==> src/rtl/kb_event_fifo_if.sv <==
// kb_event_fifo_if: bus bundle between PS/2 receiver, Z180 decode and kb_event_fifo.
// master = receiver/bus side (drives strobes), slave = kb_event_fifo.
//
// Signals:
//   CODE_VALID  one-cycle strobe, CODE holds a completed scan-code byte
//   CODE[7:0]   scan-code byte
//   SEL         active-high chip select
//   A0          register select: 0 = data, 1 = status
//   RD_STB      one-cycle read strobe, synchronous to CLK
//   DOUT[7:0]   read data (combinational)
//   DOUT_EN     tri-state enable, follows SEL
//   IRQ         level interrupt, high while events are queued

interface kb_event_fifo_if;
   logic       CODE_VALID;
   logic [7:0] CODE;
   logic       SEL;
   logic       A0;
   logic       RD_STB;
   logic [7:0] DOUT;
   logic       DOUT_EN;
   logic       IRQ;

   modport master (
      output CODE_VALID, CODE, SEL, A0, RD_STB,
      input  DOUT, DOUT_EN, IRQ
   );

   modport slave (
      input  CODE_VALID, CODE, SEL, A0, RD_STB,
      output DOUT, DOUT_EN, IRQ
   );
endinterface

==> src/rtl/kb_event_fifo.sv <==
// kb_event_fifo: folds PS/2 E0/F0 prefixes into key events, queues them
// in a small FIFO and exposes data/status registers plus a level IRQ.
//
// Ports:
//   CLK   system clock
//   RST   synchronous reset, active-high
//   bus   kb_event_fifo_if.slave (CODE_VALID, CODE, SEL, A0, RD_STB,
//         DOUT, DOUT_EN, IRQ)
// Parameters:
//   DEPTH FIFO entries (power of 2, 2..16), AW = log2(DEPTH)
// Entry format: {ext, brk, code[7:0]}
// Status byte:  {NE, OVF, FULL, ERR, 2'b00, head_ext, head_brk}
//
// Optional build macro KB_TYPEMATIC_FILTER_EN: suppresses key
// auto-repeat by dropping a make identical to the last pushed make.

module kb_event_fifo #(
   parameter int DEPTH = 8,
   parameter int AW    = 3
) (
   input  logic           CLK,
   input  logic           RST,
   kb_event_fifo_if.slave bus
);

   typedef enum logic [1:0] {
      S_IDLE,
      S_EXT,
      S_BRK,
      S_EXT_BRK
   } state_t;

   localparam logic [AW:0] CNT_FULL = (AW+1)'(DEPTH);

   state_t        state_q;

   logic [9:0]    mem_q [DEPTH];
   logic [AW-1:0] wr_ptr_q, wr_ptr_d;
   logic [AW-1:0] rd_ptr_q, rd_ptr_d;
   logic [AW:0]   cnt_q, cnt_d;
   logic          ovf_q, ovf_d;
   logic          err_q, err_d;

   logic          is_e0;
   logic          is_f0;
   logic          is_err;
   logic          is_key;
   logic          ev_ext;
   logic          ev_brk;
   logic [9:0]    ev;
   logic          filt;
   logic          push;
   logic          rd_data;
   logic          rd_stat;
   logic          empty;
   logic          full;
   logic          pop;
   logic          wr_en;
   logic          ovf_set;
   logic          err_set;
   logic [9:0]    head;
   logic [7:0]    stat;

   // ---------------- byte decode ----------------

   assign is_e0  = (bus.CODE == 8'hE0);
   assign is_f0  = (bus.CODE == 8'hF0);
   assign is_err = (bus.CODE == 8'h00) | (bus.CODE == 8'hFF);
   assign is_key = bus.CODE_VALID & ~is_e0 & ~is_f0 & ~is_err;

   assign ev_ext = (state_q == S_EXT) | (state_q == S_EXT_BRK);
   assign ev_brk = (state_q == S_BRK) | (state_q == S_EXT_BRK);
   assign ev     = {ev_ext, ev_brk, bus.CODE};

   // ---------------- prefix state machine ----------------

   // A fresh E0 or F0 restarts the prefix sequence from wherever it was;
   // only F0 directly after E0 builds the extended-break combination.
   always_ff @(posedge CLK) begin
      if (RST) begin
         state_q <= S_IDLE;
      end else if (bus.CODE_VALID) begin
         unique case (1'b1)
            is_err: state_q <= S_IDLE;
            is_e0:  state_q <= S_EXT;
            is_f0:  state_q <= (state_q == S_EXT) ? S_EXT_BRK : S_BRK;
            default: state_q <= S_IDLE;
         endcase
      end
   end

   // ---------------- typematic filter ----------------

`ifdef KB_TYPEMATIC_FILTER_EN
   logic [9:0] typ_q, typ_d;
   logic       typ_hit;

   // typ_q = {valid, ext, code} of the last make that entered the FIFO
   assign typ_hit = typ_q[9] &
                    (typ_q[8] == ev_ext) &
                    (typ_q[7:0] == bus.CODE);
   assign filt    = is_key & ~ev_brk & typ_hit;

   always_comb begin
      typ_d = typ_q;
      if (is_key & ev_brk & typ_hit) begin
         typ_d[9] = 1'b0;
      end else if (wr_en & ~ev_brk) begin
         typ_d = {1'b1, ev_ext, bus.CODE};
      end
   end

   always_ff @(posedge CLK) begin
      if (RST) begin
         typ_q <= '0;
      end else begin
         typ_q <= typ_d;
      end
   end
`else
   assign filt = 1'b0;
`endif

   // ---------------- FIFO control ----------------

   assign push    = is_key & ~filt;
   assign rd_data = bus.RD_STB & bus.SEL & ~bus.A0;
   assign rd_stat = bus.RD_STB & bus.SEL & bus.A0;

   assign empty   = (cnt_q == '0);
   assign full    = (cnt_q == CNT_FULL);

   // A pop frees the slot the push needs, so a full FIFO still accepts
   // a push when it is read on the same edge.
   assign pop     = rd_data & ~empty;
   assign wr_en   = push & (~full | pop);
   assign ovf_set = push & full & ~pop;
   assign err_set = bus.CODE_VALID & is_err;

   always_comb begin
      wr_ptr_d = wr_ptr_q;
      rd_ptr_d = rd_ptr_q;
      cnt_d    = cnt_q;
      if (wr_en) begin
         wr_ptr_d = wr_ptr_q + 1'b1;
      end
      if (pop) begin
         rd_ptr_d = rd_ptr_q + 1'b1;
      end
      unique case ({wr_en, pop})
         2'b10:   cnt_d = cnt_q + 1'b1;
         2'b01:   cnt_d = cnt_q - 1'b1;
         default: cnt_d = cnt_q;
      endcase
   end

   // Sticky flags: a set on the clearing edge takes priority.
   always_comb begin
      ovf_d = ovf_q;
      err_d = err_q;
      if (rd_stat) begin
         ovf_d = 1'b0;
         err_d = 1'b0;
      end
      if (ovf_set) begin
         ovf_d = 1'b1;
      end
      if (err_set) begin
         err_d = 1'b1;
      end
   end

   always_ff @(posedge CLK) begin
      if (RST) begin
         wr_ptr_q <= '0;
         rd_ptr_q <= '0;
         cnt_q    <= '0;
         ovf_q    <= 1'b0;
         err_q    <= 1'b0;
      end else begin
         wr_ptr_q <= wr_ptr_d;
         rd_ptr_q <= rd_ptr_d;
         cnt_q    <= cnt_d;
         ovf_q    <= ovf_d;
         err_q    <= err_d;
      end
   end

   // Storage needs no reset: empty is tracked by cnt_q and the head
   // is masked while the FIFO is empty.
   always_ff @(posedge CLK) begin
      if (wr_en) begin
         mem_q[wr_ptr_q] <= ev;
      end
   end

   // ---------------- register read ----------------

   assign head = empty ? 10'h000 : mem_q[rd_ptr_q];
   assign stat = {~empty, ovf_q, full, err_q, 2'b00, head[9], head[8]};

   always_comb begin
      bus.DOUT = 8'h00;
      if (bus.SEL) begin
         bus.DOUT = bus.A0 ? stat : head[7:0];
      end
   end

   assign bus.DOUT_EN = bus.SEL;
   assign bus.IRQ     = ~empty;

endmodule

==> src/flat_wrapper.sv <==
// flat-port wrapper written by rule: the top's interface ports become plain ports
module kb_event_fifo_flat 
#(
   parameter int DEPTH = 8,
   parameter int AW    = 3
)
  (CLK, RST, bus_CODE_VALID, bus_CODE, bus_SEL, bus_A0, bus_RD_STB, bus_DOUT, bus_DOUT_EN, bus_IRQ);
  kb_event_fifo_if bus_i ();
  input  logic CLK;
  input  logic RST;
  input wire logic [$bits(bus_i.CODE_VALID)-1:0] bus_CODE_VALID;
  input wire logic [$bits(bus_i.CODE)-1:0] bus_CODE;
  input wire logic [$bits(bus_i.SEL)-1:0] bus_SEL;
  input wire logic [$bits(bus_i.A0)-1:0] bus_A0;
  input wire logic [$bits(bus_i.RD_STB)-1:0] bus_RD_STB;
  output wire logic [$bits(bus_i.DOUT)-1:0] bus_DOUT;
  output wire logic [$bits(bus_i.DOUT_EN)-1:0] bus_DOUT_EN;
  output wire logic [$bits(bus_i.IRQ)-1:0] bus_IRQ;
  assign bus_i.CODE_VALID = bus_CODE_VALID;
  assign bus_i.CODE = bus_CODE;
  assign bus_i.SEL = bus_SEL;
  assign bus_i.A0 = bus_A0;
  assign bus_i.RD_STB = bus_RD_STB;
  assign bus_DOUT = bus_i.DOUT;
  assign bus_DOUT_EN = bus_i.DOUT_EN;
  assign bus_IRQ = bus_i.IRQ;
  kb_event_fifo #(.DEPTH(DEPTH), .AW(AW)) u_core (.CLK(CLK), .RST(RST), .bus(bus_i));
endmodule
==> config.mk <==
export PLATFORM = sky130hd
export DESIGN_NAME = kb_event_fifo_flat
export DESIGN_NICKNAME = d
export VERILOG_FILES = /design/src/rtl/kb_event_fifo_if.sv /design/src/rtl/kb_event_fifo.sv /design/src/flat_wrapper.sv
export SDC_FILE = /design/constraint.sdc
export NUM_CORES = 1
export LEC_CHECK = 0
export CAP_MARGIN = 0
export CORE_MARGIN = 5
export CORE_UTILIZATION = 40
export CTS_BUF_LIST = sky130_fd_sc_hd__clkbuf_8 sky130_fd_sc_hd__clkbuf_16
export CTS_CLUSTER_DIAMETER = 150
export CTS_CLUSTER_SIZE = 20
export DETAILED_ROUTE_END_ITERATION = 16
export GPL_ROUTABILITY_DRIVEN = 0
export GPL_TIMING_DRIVEN = 0
export SKIP_LAST_GASP = 1
export SYNTH_ARGS = -nofsm -noshare
export SYNTH_HDL_FRONTEND = slang
export SYNTH_SLANG_ARGS = --single-unit
==> constraint.sdc <==
create_clock -name CLK -period 10 [get_ports CLK]
set_clock_uncertainty 0.15 [all_clocks]
set_input_delay 2 -clock CLK [delete_from_list [all_inputs] [get_ports CLK]]
set_output_delay 2 -clock CLK [all_outputs]
set_load 0.05 [all_outputs]
# Word-level counts from Yosys, hierarchy flattened

Memory sizes are Yosys's and may differ from the RTL's. A register that Yosys moved wholly into a read port is not among the register bits.
Index checks and enable logic that the tools add are counted.
Widths: inputs -> output; s select.

Register bits after elaboration: 14
RAM bits: 80
Input bits: 14
Output and inout port bits: 10
Logic and storage cells: 60
Memories kept: 1

Memories:

| name         | words | width | rd ports | clocked after Yosys merged registers in | wr ports | line                | source |
|---|---|---|---|---|---|---|---|
| u_core.mem_q | 8     | 10    | 1        | 1                                       | 1        | kb_event_fifo.sv:37 | `logic [9:0] mem_q [DEPTH];` |

$add $sub $neg: 4
Equal/unequal tests: 9
Muxes and demuxes: 13
Bitwise gates (word level): 22
Reduce and logical (&&, ||, !) cells: 5

Operator list:

| operator            | count |
|---|---|
| $eq 8x8->1 const B  | 3 |
| $mux 8              | 2 |
| $and 1x1->1         | 11 |
| $mux 10             | 1 |
| $logic_not 8->1     | 1 |
| $pmux 4 s2          | 1 |
| $not 1->1           | 7 |
| $add 3x1->3 const B | 2 |
| $eq 2x2->1 const B  | 3 |
| $mux 1              | 6 |
| $mux 3              | 2 |
| $reduce_bool 2->1   | 3 |
| $add 4x1->4 const B | 1 |
| $eq 2x1->1 const B  | 2 |
| $eq 4x4->1 const B  | 1 |
| $logic_not 4->1     | 1 |
| $or 1x1->1          | 4 |
| $pmux 2 s2          | 1 |
| $sub 4x1->4 const B | 1 |

# Logic depth before layout (Yosys ltp)

Gate-level depths: netlist of run 1.

Depth after elaboration: 8
Depth in mapped cells: 11
Depth with buffers taken out: 11

# Least setup slack after synthesis of run 1

Ideal clock, no wire load.

Kind: input to output
Start point: in bus_A0
End point: out bus_DOUT[4]
Arrival: 3277 ps
Data required time: 7850 ps
Slack: 4573 ps
Stages on the path: 3
Path buffers: 1
Path through: clkbuf_1 or2_2 o21ai_1

Longest elaborated chain between the ends: 2

RTL lines:

| element            | line                 | source |
|---|---|---|
| start: declaration | flat_wrapper.sv:14   | `input wire logic [$bits(bus_i.A0)-1:0] bus_A0;` |
| $mux 8             | kb_event_fifo.sv:205 | `bus.DOUT = bus.A0 ? stat : head[7:0];` |
| $mux 8             | kb_event_fifo.sv:204 | `if (bus.SEL) begin` |
| end: declaration   | flat_wrapper.sv:16   | `output wire logic [$bits(bus_i.DOUT)-1:0] bus_DOUT;` |

No other way between the ends.

# Final worst setup path of run 1

Start point: in bus_A0
End point: out bus_DOUT[1]

The elaborated chain is that of the path after synthesis.

==> results of run 1 <==
power breakdown:
| group | switching (uW) | leakage [uW] | total [uW] | internal, uW |
|---|---|---|---|---|
| sequential | 11.6 | 0.000872 | 474 | 462 |
| clock | 138 | 0.000115 | 280 | 141 |
| combinational | 119 | 0.000575 | 193 | 74.7 |
cell families (layout without fill, tap and decap cells):
| logic type | count (synthesis) | count (layout) | synth area share |
|---|---|---|---|
| AO/OA/AOI/OAI | 23 | 23 | 0.0400 |
| XOR/XNOR | 5 | 5 | 0.0107 |
| adder cells (fa/ha/maj) | 5 | 5 | 0.0171 |
| buffers and inverters | 21 | 69 | 0.0238 |
| flip-flops | 97 | 97 | 0.670 |
| multiplexers | 32 | 32 | 0.149 |
| AND/OR/NAND/NOR | 64 | 64 | 0.0895 |
layer usage:
layer	up-vias	global-route usage	part of all wire
li1	1057	-	-
met1	1187	0.183	0.41
met2	77	0.257	0.51
met3	14	0.0382	0.065
met4	0	0.0511	0.017
met5	-	0	0
layout by cell type (no fill, tap or decap), drive strengths merged:
master,n
nor4b,4
a311oi,1
clkbuf,14
mux2,1
mux4,22
nand2,9
dfxtp,17
nor2,19
mux2i,9
nand3,10
o31ai,1
xor2,3
or4,1
clkdlybuf4s50,22
a31oi,1
xnor2,2
and2,2
edfxtp,80
fa,1
or2,3
nand3b,1
bufinv,2
nand2b,1
a32oi,1
nor4,5
a211oi,2
inv,10
a22oi,1
o32ai,2
nor3,3
and3,4
a21oi,5
clkinv,3
buf,18
ha,4
o221ai,1
or3,1
nor2b,1
o21ai,7
a2bb2oi,1
worst min-delay path by stage:
stage | from | endpoint | slack [ps] | cells after the start
after detailed placement | u_core.state_q[1] | u_core.state_q[1] | 340 | 2
after global placement | u_core.state_q[1] | u_core.state_q[1] | 320 | 2
after floorplan | u_core.state_q[1] | u_core.state_q[1] | 290 | 2
final | u_core.state_q[1] | u_core.state_q[1] | 360 | 2
after global routing | u_core.state_q[1] | u_core.state_q[1] | 370 | 2
after CTS | u_core.state_q[1] | u_core.state_q[1] | 350 | 2
cell type report:
cell class | count | area, um^2
Clock buffer | 9 | 124
Fill cell | 864 | 5290
Sequential cell | 97 | 2740
Multi-Input combinational cell | 129 | 1300
Tap cell | 136 | 170
Inverter | 8 | 30.0
Timing Repair Buffer | 32 | 318
Buffer | 13 | 67.6
Clock inverter | 7 | 95.1
flip-flops by register name (all words and copies together) (netlist names), named ones only:
name	flops
u_core.mem_q	80
u_core.wr_ptr_q	3
u_core.rd_ptr_q	3
u_core.cnt_q	4
u_core.state_q	2
u_core.ovf_q	1
u_core.err_q	1
metrics by stage:
step,worst slack [ps],std cells,util
4_1_cts,3420,431,0.478
3_3_place_gp,3020,405,0.443
2_1_floorplan,4570,247,-
5_1_grt,3290,431,0.478
6_report,3390,431,0.478
3_5_place_dp,3440,415,0.457
tightest hold or removal path: cells and delay by family, from the launching register on:
kind,cells,cell delay [ps]
flops,1,340
simple gates,1,70
compound gates,1,60
==> reports/metrics.cfg, run 1 <==
[hold_path]
hp-class=reg2reg

[outcome]
status=finished, final reports clean

[place]
portBuffers=22
hpwl_mm=6.23
place_area_um2=4630

[sta]
period_share=0.661
worst_pin_slew_ps=1030
grt_setup_unrepaired=no
hold_ws_ps=361
drv_slew=0
period_needed_ps=6610
setup_violations=0
final_hold_viol_count=0
max_slew_margin=0.309
clock.fmax_mhz=151
tns_ps=0

[yosys]
synth_commonest_cells=80 x edfxtp_1, 19 x mux4_2, 18 x nor2_1, 17 x dfxtp_1, 10 x nand3_1
synth.most_common_cell=edfxtp_1
synthFlopType=edfxtp_1
syn_area_um2=4100
synthArstFlopShare=0
synth.largest_area_cell=edfxtp_1
postSynthCellCount=247
syn-num-nets=266
ys_ff_latch=97
ys_types=49
ys_seq_area_frac=0.670
ys_warn_count=0
ys_top_cells_by_area=edfxtp_1 59%, mux4_2 10%, dfxtp_1 8.3%, mux2i_1 2.0%, mux4_1 1.9%
postSynthAreaPerCell_um2=16.6
synth_top_area_frac=0.586
synth_edf_count=80

[setup_path]
critPathMostFrequentCell=clkdlybuf4s50_1
endpoint=bus_DOUT[1]
critPathMaxStageDelay_ps=710
r2r_setup_slack_ps=7290
cp-end-kind=output pin
startpoint=bus_A0
startpoint_type=input port
crit_family=buffers and inverters
reg2reg_to=u_core.cnt_q[3]
cp.depth=5
reg2regPathDepth=10
crit_required_ps=7850
cp.arrival_ps=4460
critPathBufInv=3
path_class=in2out
crit_slowest_cell=clkdlybuf4s50_1
reg2reg_from=u_core.cnt_q[0]
crit_chain=clkdlybuf4s50_1 -> clkbuf_1 -> mux4_2 -> and3_1 -> clkdlybuf4s50_1
cp_max_fo=10

[flow_run]
maxCapViolCount=0

[floorplan]
row_count=37
dieArea_um2=12400
dieHeight_um=111
io_pins=24
initial_core_util=0.404
die_w_um=111
core_area_um2=10100

[drt]
dr_total_vias=2335
drc=0
via_per_inst=5.42
dr.pass1.iters=4
wl_per_cell_um=20.7
drt_wl_total_mm=8.93
ant_nets=0
drt_iter0_drc=123

[grt]
grt_pass1_vias=2430
gr-total-overflow=0
antenna_found_initial=0
grt_max_degree=17
grt_first_pass_wirelength_mm=13.8
grt_util_all_layers=0.150

[cells_and_area]
syn_to_final_growth_pct=18.4
antenna_cells=0
nNetsFinal=309
final_area_um2=4850
drive_gt1_frac=0.234

[clocking]
insertion_delay_ps=360
cts_sinks=97
hold_buffers=0
postCtsSetupBuffers=0
cts_tree=done
cts_root_buffer=clkbuf_8
cts.repair.resized=0
clk_pin_slew_worst_paths_ps=90
htree_num_levels=3
cts_buffers=9
cts_buffer_depth=2

[power]
power_uw=947
power.leakage_uw=0.00156
peakVddDrop_v=0.0000850
powerDensity_nw_per_um2=195

Note: power is estimated with default switching activity, not from simulation.
==> run 2: changes to the inputs <==
Clock period 10 ns to 5.6 ns, I/O delays scaled along.
==> results of run 2 <==
Same layout as run 1 (identical final DEF). Status: finished, final reports clean.
Among the figures that moved: setup slack after placement 3440 ps -> 795 ps; setup slack after layout 3390 ps -> 745 ps; register-to-register setup slack 7290 ps -> 2890 ps; total power 947 uW -> 1690 uW; worst IR drop on VDD 0.0000850 V -> 0.000152 V
==> run 3: changes to the inputs <==
Settings changed: HOLD_SLACK_MARGIN from default to 0.03.
==> results of run 3 <==
Same layout as run 1 (identical final DEF). Status: finished, final reports clean.
Among the figures that moved: setup slack after placement 3440 ps -> 795 ps; setup slack after layout 3390 ps -> 745 ps; register-to-register setup slack 7290 ps -> 2890 ps; total power 947 uW -> 1690 uW; worst IR drop on VDD 0.0000850 V -> 0.000152 V
